--- src/rtl/neuron_step_sequencer.sv ---
// Time-multiplexed v/w state sweep around one shared Izhikevich integrator, with a spike-id FIFO.
// Optional feature macro SEQ_SPIKE_TS_EN adds a 16-bit step timestamp to every queued spike (port spk_ts).
module neuron_step_sequencer #(
   parameter int WIDTH      = 32,
   parameter int N_NEURONS  = 16,
   parameter int AW         = 4,
   parameter int FIFO_DEPTH = 4
) (
   input  logic             clk,
   input  logic             rst,
   input  logic             step,
   output logic [AW-1:0]    I_addr,
   input  logic [WIDTH-1:0] I_data,
   output logic [WIDTH-1:0] int_I,
   output logic [WIDTH-1:0] int_v_old,
   output logic [WIDTH-1:0] int_w_old,
   input  logic [WIDTH-1:0] int_v_new,
   input  logic [WIDTH-1:0] int_w_new,
   input  logic             int_fire,
   output logic             spk_valid,
   output logic [AW-1:0]    spk_id,
   input  logic             spk_ready,
   output logic             busy,
   output logic             done,
   output logic             overrun
`ifdef SEQ_SPIKE_TS_EN
  ,output logic [15:0]      spk_ts
`endif
);

   localparam int FAW = (FIFO_DEPTH > 1) ? $clog2(FIFO_DEPTH) : 1;
   localparam int CW  = FAW + 1;
   localparam logic [WIDTH-1:0] V_RESET = WIDTH'(32'hFFBF_0000);
   localparam logic [WIDTH-1:0] W_RESET = WIDTH'(32'hFFF3_0000);

   typedef enum logic [0:0] {IDLE = 1'b0, RUN = 1'b1} state_t;

   state_t           state_r, state_nxt_s;
   logic [AW-1:0]    idx_r, idx_nxt_s;
   logic [WIDTH-1:0] v_r [N_NEURONS];
   logic [WIDTH-1:0] w_r [N_NEURONS];
   logic [AW-1:0]    fifo_id_r [FIFO_DEPTH];
   logic [FAW-1:0]   wr_ptr_r, rd_ptr_r;
   logic [CW-1:0]    count_r;
   logic             done_r, overrun_r;
   logic             full_s, empty_s, stall_s, adv_s, push_s, pop_s, last_s;

   function automatic logic [FAW-1:0] ptr_inc(input logic [FAW-1:0] p);
      return (p == FAW'(FIFO_DEPTH - 1)) ? {FAW{1'b0}} : p + FAW'(1);
   endfunction

   // Full is judged on the pre-pop occupancy, so a full FIFO blocks a push even when popping.
   assign full_s  = (count_r == CW'(FIFO_DEPTH));
   assign empty_s = (count_r == {CW{1'b0}});
   assign stall_s = (state_r == RUN) && int_fire && full_s;
   assign adv_s   = (state_r == RUN) && !stall_s;
   assign push_s  = adv_s && int_fire;
   assign pop_s   = !empty_s && spk_ready;
   assign last_s  = (idx_r == AW'(N_NEURONS - 1));

   // idx_r is held at 0 in IDLE, so the integrator view shows neuron 0 there.
   assign I_addr    = idx_r;
   assign int_I     = I_data;
   assign int_v_old = v_r[idx_r];
   assign int_w_old = w_r[idx_r];
   assign spk_valid = !empty_s;
   assign spk_id    = empty_s ? {AW{1'b0}} : fifo_id_r[rd_ptr_r];
   assign busy      = (state_r == RUN);
   assign done      = done_r;
   assign overrun   = overrun_r;

   // Next-state and sweep index.
   always_comb begin
      state_nxt_s = state_r;
      idx_nxt_s   = idx_r;
      case (state_r)
         IDLE: begin
            if (step) begin
               state_nxt_s = RUN;
               idx_nxt_s   = {AW{1'b0}};
            end else begin
               state_nxt_s = IDLE;
               idx_nxt_s   = {AW{1'b0}};
            end
         end
         RUN: begin
            if (adv_s && last_s) begin
               state_nxt_s = IDLE;
               idx_nxt_s   = {AW{1'b0}};
            end else if (adv_s) begin
               idx_nxt_s   = idx_r + AW'(1);
            end else begin
               idx_nxt_s   = idx_r;
            end
         end
         default: begin
            state_nxt_s = IDLE;
            idx_nxt_s   = {AW{1'b0}};
         end
      endcase
   end

   // FSM state, index and the done/overrun pulses.
   always_ff @(posedge clk or posedge rst) begin
      if (rst) begin
         state_r   <= IDLE;
         idx_r     <= {AW{1'b0}};
         done_r    <= 1'b0;
         overrun_r <= 1'b0;
      end else begin
         state_r   <= state_nxt_s;
         idx_r     <= idx_nxt_s;
         done_r    <= adv_s && last_s;
         overrun_r <= step && (state_r == RUN);
      end
   end

   // Neuron state array write-back.
   always_ff @(posedge clk or posedge rst) begin
      if (rst) begin
         for (int i = 0; i < N_NEURONS; i++) begin
            v_r[i] <= V_RESET;
            w_r[i] <= W_RESET;
         end
      end else if (adv_s) begin
         v_r[idx_r] <= int_v_new;
         w_r[idx_r] <= int_w_new;
      end
   end

`ifdef SEQ_SPIKE_TS_EN
   logic [15:0] ts_r;
   logic [15:0] fifo_ts_r [FIFO_DEPTH];

   assign spk_ts = empty_s ? 16'h0000 : fifo_ts_r[rd_ptr_r];

   // Step counter, advanced once per completed sweep.
   always_ff @(posedge clk or posedge rst) begin
      if (rst) begin
         ts_r <= 16'h0000;
      end else if (done_r) begin
         ts_r <= ts_r + 16'h0001;
      end
   end
`endif

   // Spike FIFO storage, pointers and occupancy.
   always_ff @(posedge clk or posedge rst) begin
      if (rst) begin
         for (int i = 0; i < FIFO_DEPTH; i++) begin
            fifo_id_r[i] <= {AW{1'b0}};
`ifdef SEQ_SPIKE_TS_EN
            fifo_ts_r[i] <= 16'h0000;
`endif
         end
         wr_ptr_r <= {FAW{1'b0}};
         rd_ptr_r <= {FAW{1'b0}};
         count_r  <= {CW{1'b0}};
      end else begin
         if (push_s) begin
            fifo_id_r[wr_ptr_r] <= idx_r;
`ifdef SEQ_SPIKE_TS_EN
            fifo_ts_r[wr_ptr_r] <= ts_r;
`endif
            wr_ptr_r <= ptr_inc(wr_ptr_r);
         end
         if (pop_s) begin
            rd_ptr_r <= ptr_inc(rd_ptr_r);
         end
         case ({push_s, pop_s})
            2'b10:   count_r <= count_r + CW'(1);
            2'b01:   count_r <= count_r - CW'(1);
            default: count_r <= count_r;
         endcase
      end
   end

endmodule

--- config.mk ---
export PLATFORM = sky130hd
export DESIGN_NAME = neuron_step_sequencer
export DESIGN_NICKNAME = d
export VERILOG_FILES = /design/src/rtl/neuron_step_sequencer.sv
export SDC_FILE = /design/constraint.sdc
export NUM_CORES = 2
export LEC_CHECK = 0
export BUFFER_PORTS_ARGS = -buffer_cell sky130_fd_sc_hd__buf_4
export CORE_MARGIN = 2
export CORE_UTILIZATION = 24
export DETAILED_ROUTE_END_ITERATION = 8
export SKIP_LAST_GASP = 1
export SYNTH_ARGS = -nofsm -noshare
export SYNTH_HDL_FRONTEND = slang
export SYNTH_SLANG_ARGS = --single-unit
export TNS_END_PERCENT = 30
--- constraint.sdc ---
create_clock -name clk -period 50.8 [get_ports clk]
set_clock_uncertainty 0.1 [all_clocks]
set_input_delay 2.54 -clock clk [delete_from_list [all_inputs] [get_ports clk]]
set_output_delay 2.54 -clock clk [all_outputs]
set_load 0.005 [all_outputs]
* After elaboration in Yosys (flattened, before gate mapping) *
Cells that the tools add are included.

storage, ports and cells
  flip-flop bits (word level) = 1054
  input bits = 101
  output and inout bits = 108
  word-level logic and storage cells = 103

operators by class
  add/subtract/negate cells = 5
  $lt $le $gt $ge = 5
  eq/ne operators = 7
  mux-type cells = 26
  bitwise gates (word level) = 4
  reduce and logical (&&, ||, !) cells = 13

operator list
  cell                   count
  $bwmux W512            2
  $bmux W32 S4           2
  $mux W32               5
  $demux W32 S4          1
  $mux W4                6
  $bwmux W16             1
  $logic_and A1 B1 Y1    9
  $bmux W4 S2            1
  $demux W4 S2           1
  $pmux W4 S2            1
  $eq A2 B2 Y1 const B   3
  $ge A3 B3 Y1 const B   2
  $not A2 Y3             2
  $pmux W3 S2            1
  $ge A5 B5 Y1 const B   1
  $lt A5 B1 Y1 const B   1
  $not A4 Y5             1
  $add A2 B1 Y2 const B  2
  $add A4 B1 Y4 const B  1
  $eq A4 B4 Y1 const B   1
  $mux W2                2
  $add A3 B1 Y3 const B  1
  $eq A3 B3 Y1 const B   1
  $logic_not A3 Y1       1
  9 further kinds        11

* Depth between registers and ports, before layout *
  word-level depth = 7
  gate-level depth with buffers = 10
  mapped depth without buffers = 9

* Least setup slack after synthesis *
OpenSTA, ideal clock, no wires.

  path kind = input port to output port
  start = in I_data[0]
  end = out int_I[0]
  arrival time = 2651 ps
  required time = 48160 ps
  slack = 45509 ps
  stages = 1
  path through = buf_4

RTL lines
  element          RTL line  text
  start, declared  13        input logic [WIDTH-1:0] I_data,
  end, declared    14        output logic [WIDTH-1:0] int_I,

No word-level cell between the ends.

* Worst setup path after layout *
  start = reg idx_r[1] (netlist: I_addr[1])
  end = out int_w_old[5]

between the ends
  word-level cells in the longest chain between the ends = 4

ends and longest elaborated chain
  element                                      RTL line  text
  start, declared                              39        logic [AW-1:0] idx_r, idx_nxt_s;
  start signal, assigned                       107       idx_r <= {AW{1'b0}};
  start signal, assigned                       112       idx_r <= idx_nxt_s;
  $not A4 Y5 (not written as such)             65        assign int_w_old = w_r[idx_r];
  $bmux W32 S4                                 65
  $mux W32 (not written as such) (2 in a row)  65
  end, declared                                16        output logic [WIDTH-1:0] int_w_old,

No other way between the ends. The select of a mux whose other input is x is not followed.

==> reports/results.tsv <==
metric	value	unit
fmaxAchievable	111	MHz
post-route-min-period	9050	ps
crit_path_max_incr_delay	850	ps
critical_path_class	register to output port	
critPathLaunchType	register	
syn-cell-area	0.0479	sq mm
port_buffers	144	
layout_common_cells	dfrtp_1 (588), mux2_2 (539), mux2_1 (504), dfstp_2 (464), mux4_2 (260)	
r2r-end	w_r[133]	
synth-edff-count	0	
critPathMostFrequentCell	buf_4	
synth_top_family_by_area	multiplexers	
synth-adder-area-share	0.303	%
synth_seq_cells	1054	
grt_pass1_wl	186	mm
clk_root_buffer_cell	clkbuf_16	
tightest_slew	1050	ps
crit_path_end	int_w_old[5]	
ios	209	
dp_cells	5455	
crit_family	buffers and inverters	
grt-ovfl-total	0	
ctsResizeCount	0	
die_h	451	um
synth_mux_area_share	36.8	%
layout.nets	3033	
syn-instance-count	2919	
relSlewSlack	29.8	%
dp_hpwl	65.9	mm
die_x	451	um
dr_total_vias	25800	
setup_violations	0	
cts_hold_buffers	0	
grt_setup_unrepaired	no	
cts.sinks	1054	
finalPower	0.00388	W
holdWs	378	ps
firstDrtPassIters	4	
wl	122	mm
final_cells	5653	
end_kind	output port	
grt_util_all_layers	12.0	%
register_area	0.0270	sq mm
fill_cells	19900	
crit_fanout	59	
fp-row-count	163	
post_synth.cell_area_avg	16.4	sq um
grt_pass1_vias	28000	
crit_buf_inv	6	
coreArea	0.198	sq mm
drt_iter0_markers	1566	
synth_cell_type_count	35	
drc_errors	0	
vdd_drop_max	33.5	uV
hold_viol	0	
r2r_slack	45280	ps
clock_latency	710	ps
cts_tree	built	
cts_made_buffers	104	
cp_num_cells	9	
hold_path_class	register to register	
r2r_start	I_addr[1]	
antenna_found_initial	23	
final_common_cell	dfrtp_1	
detail-route-antenna-nets	0	
cts_setup_buffers	0	
area_delta_synth_final	14.5	%
final_max_slew_viol_count	0	
p_leak	22.0	nW
ys_warn_count	0	
fin_tns_setup	0	ps
startpoint	I_addr[1]	
synth_xor_area_share	0.0732	%
drive_gt1_share	54.6	%
crit_chain	buf_4 > buf_4 > buf_4 > buf_4 > buf_4 > mux4_2 > a22oi_1 > nand2_1 > buf_4	
r2r_cells	6	
cap_violations	0	
multi_input_area	0.0195	sq mm
arrival	6410	ps
post-route-period-util	17.8	%
yosys.area_share.simple	1.39	%
cp.required	48160	ps
path_clk_slew	60	ps
wl_per_cell	21.6	um
synth_fp_nets	3031	
synth-compound-area-share	2.16	%
synth-main-ff-cell	dfrtp_1	
die_area	0.203	sq mm
status	complete, no violations	
ys_seq_area_share	56.3	%
finalCoreUtilization	27.7	%
grt_max_degree	183	
via_per_inst	4.56	
cts_buffer_depth	3	
powerDensity	70.8	mW/mm^2
ys_async_sr_fraction	100	%
start_util	24.2	%
worst_path_max_delay_cell	buf_4	
gp_congestion	0.690	
htreeDepth	3	
routing by layer:
layer  share of wire (%)  global-route usage (%)
met1                  44                    15.6
met2                  50                    20.3
met3                 3.8                    2.03
met4                 2.3                    3.69
met5               0.097                       0
stage by stage:
step	cell area (sq um)	setup WS, ps
floorplan	47900	19260
global placement	51300	42550
detailed placement	51300	42530
CTS	54800	41710
global route	54800	41480
finish	54800	41750
flip-flops by register name, indices dropped and copies added (netlist names):
name / flops
done: 1
I_addr: 4
count_r: 3
w_r: 512
busy: 1
v_r: 512
wr_ptr_r: 2
rd_ptr_r: 2
overrun: 1
fifo_id_r: 16
kinds of logic after synthesis:
logic type,count (synthesis)
fa+ha+maj,11
simple gates,108
compound gates,139
mux,1303
xor+xnor,4
flops,1054
buf+inv,300
cells in the mapped netlist (5+ instances only):
| master | n | area (sq um) |
|---|---|---|
| a22oi_1 | 128 | 961 |
| and2_1 | 8 | 50.1 |
| buf_1 | 20 | 75.1 |
| buf_2 | 146 | 731 |
| buf_4 | 33 | 248 |
| clkbuf_1 | 90 | 338 |
| dfrtp_1 | 590 | 14800 |
| dfstp_2 | 464 | 12200 |
| ha_1 | 10 | 125 |
| inv_1 | 10 | 37.5 |
| mux2_1 | 504 | 5680 |
| mux2_2 | 539 | 6070 |
| mux4_2 | 260 | 5860 |
| nand2_1 | 69 | 259 |
| nand3_1 | 5 | 25.0 |
| nand3_4 | 15 | 263 |
final cells by class:
cell class | instances | share of cell area, %
sequential | 1054 | 49.2
multi-input combinational | 1565 | 35.6
tap | 2640 | 6.03
clock buffer | 159 | 5.71
timing repair buffer | 186 | 2.66
clock inverter | 36 | 0.685
inverter | 10 | 0.0822
antenna | 3 | 0.0137
worst reg2reg max path, stage by stage (launching register included):
cell and delay [ps]:
dfrtp_4 830, buf_4 910, buf_4 870, ha_1 700, nand3_4 790, buf_4 640
mux2_1 560
worst min-delay path by stage:
stage,startpoint,to,slack (ps),depth (start not counted)
after floorplan,count_r[2],count_r[2],350,1
after global placement,count_r[2],count_r[2],360,1
after detailed placement,count_r[2],count_r[2],370,1
after CTS,count_r[2],count_r[2],380,1
after global routing,count_r[2],count_r[2],400,1
final,count_r[2],count_r[2],380,1
power by group:
| part | switching (W) | internal (W) |
|---|---|---|
| Clock | 0.000341 | 0.000452 |
| Combinational | 0.000666 | 0.000816 |
| Sequential | 0.000219 | 0.00139 |
Power figures use the tool's default switching activity.
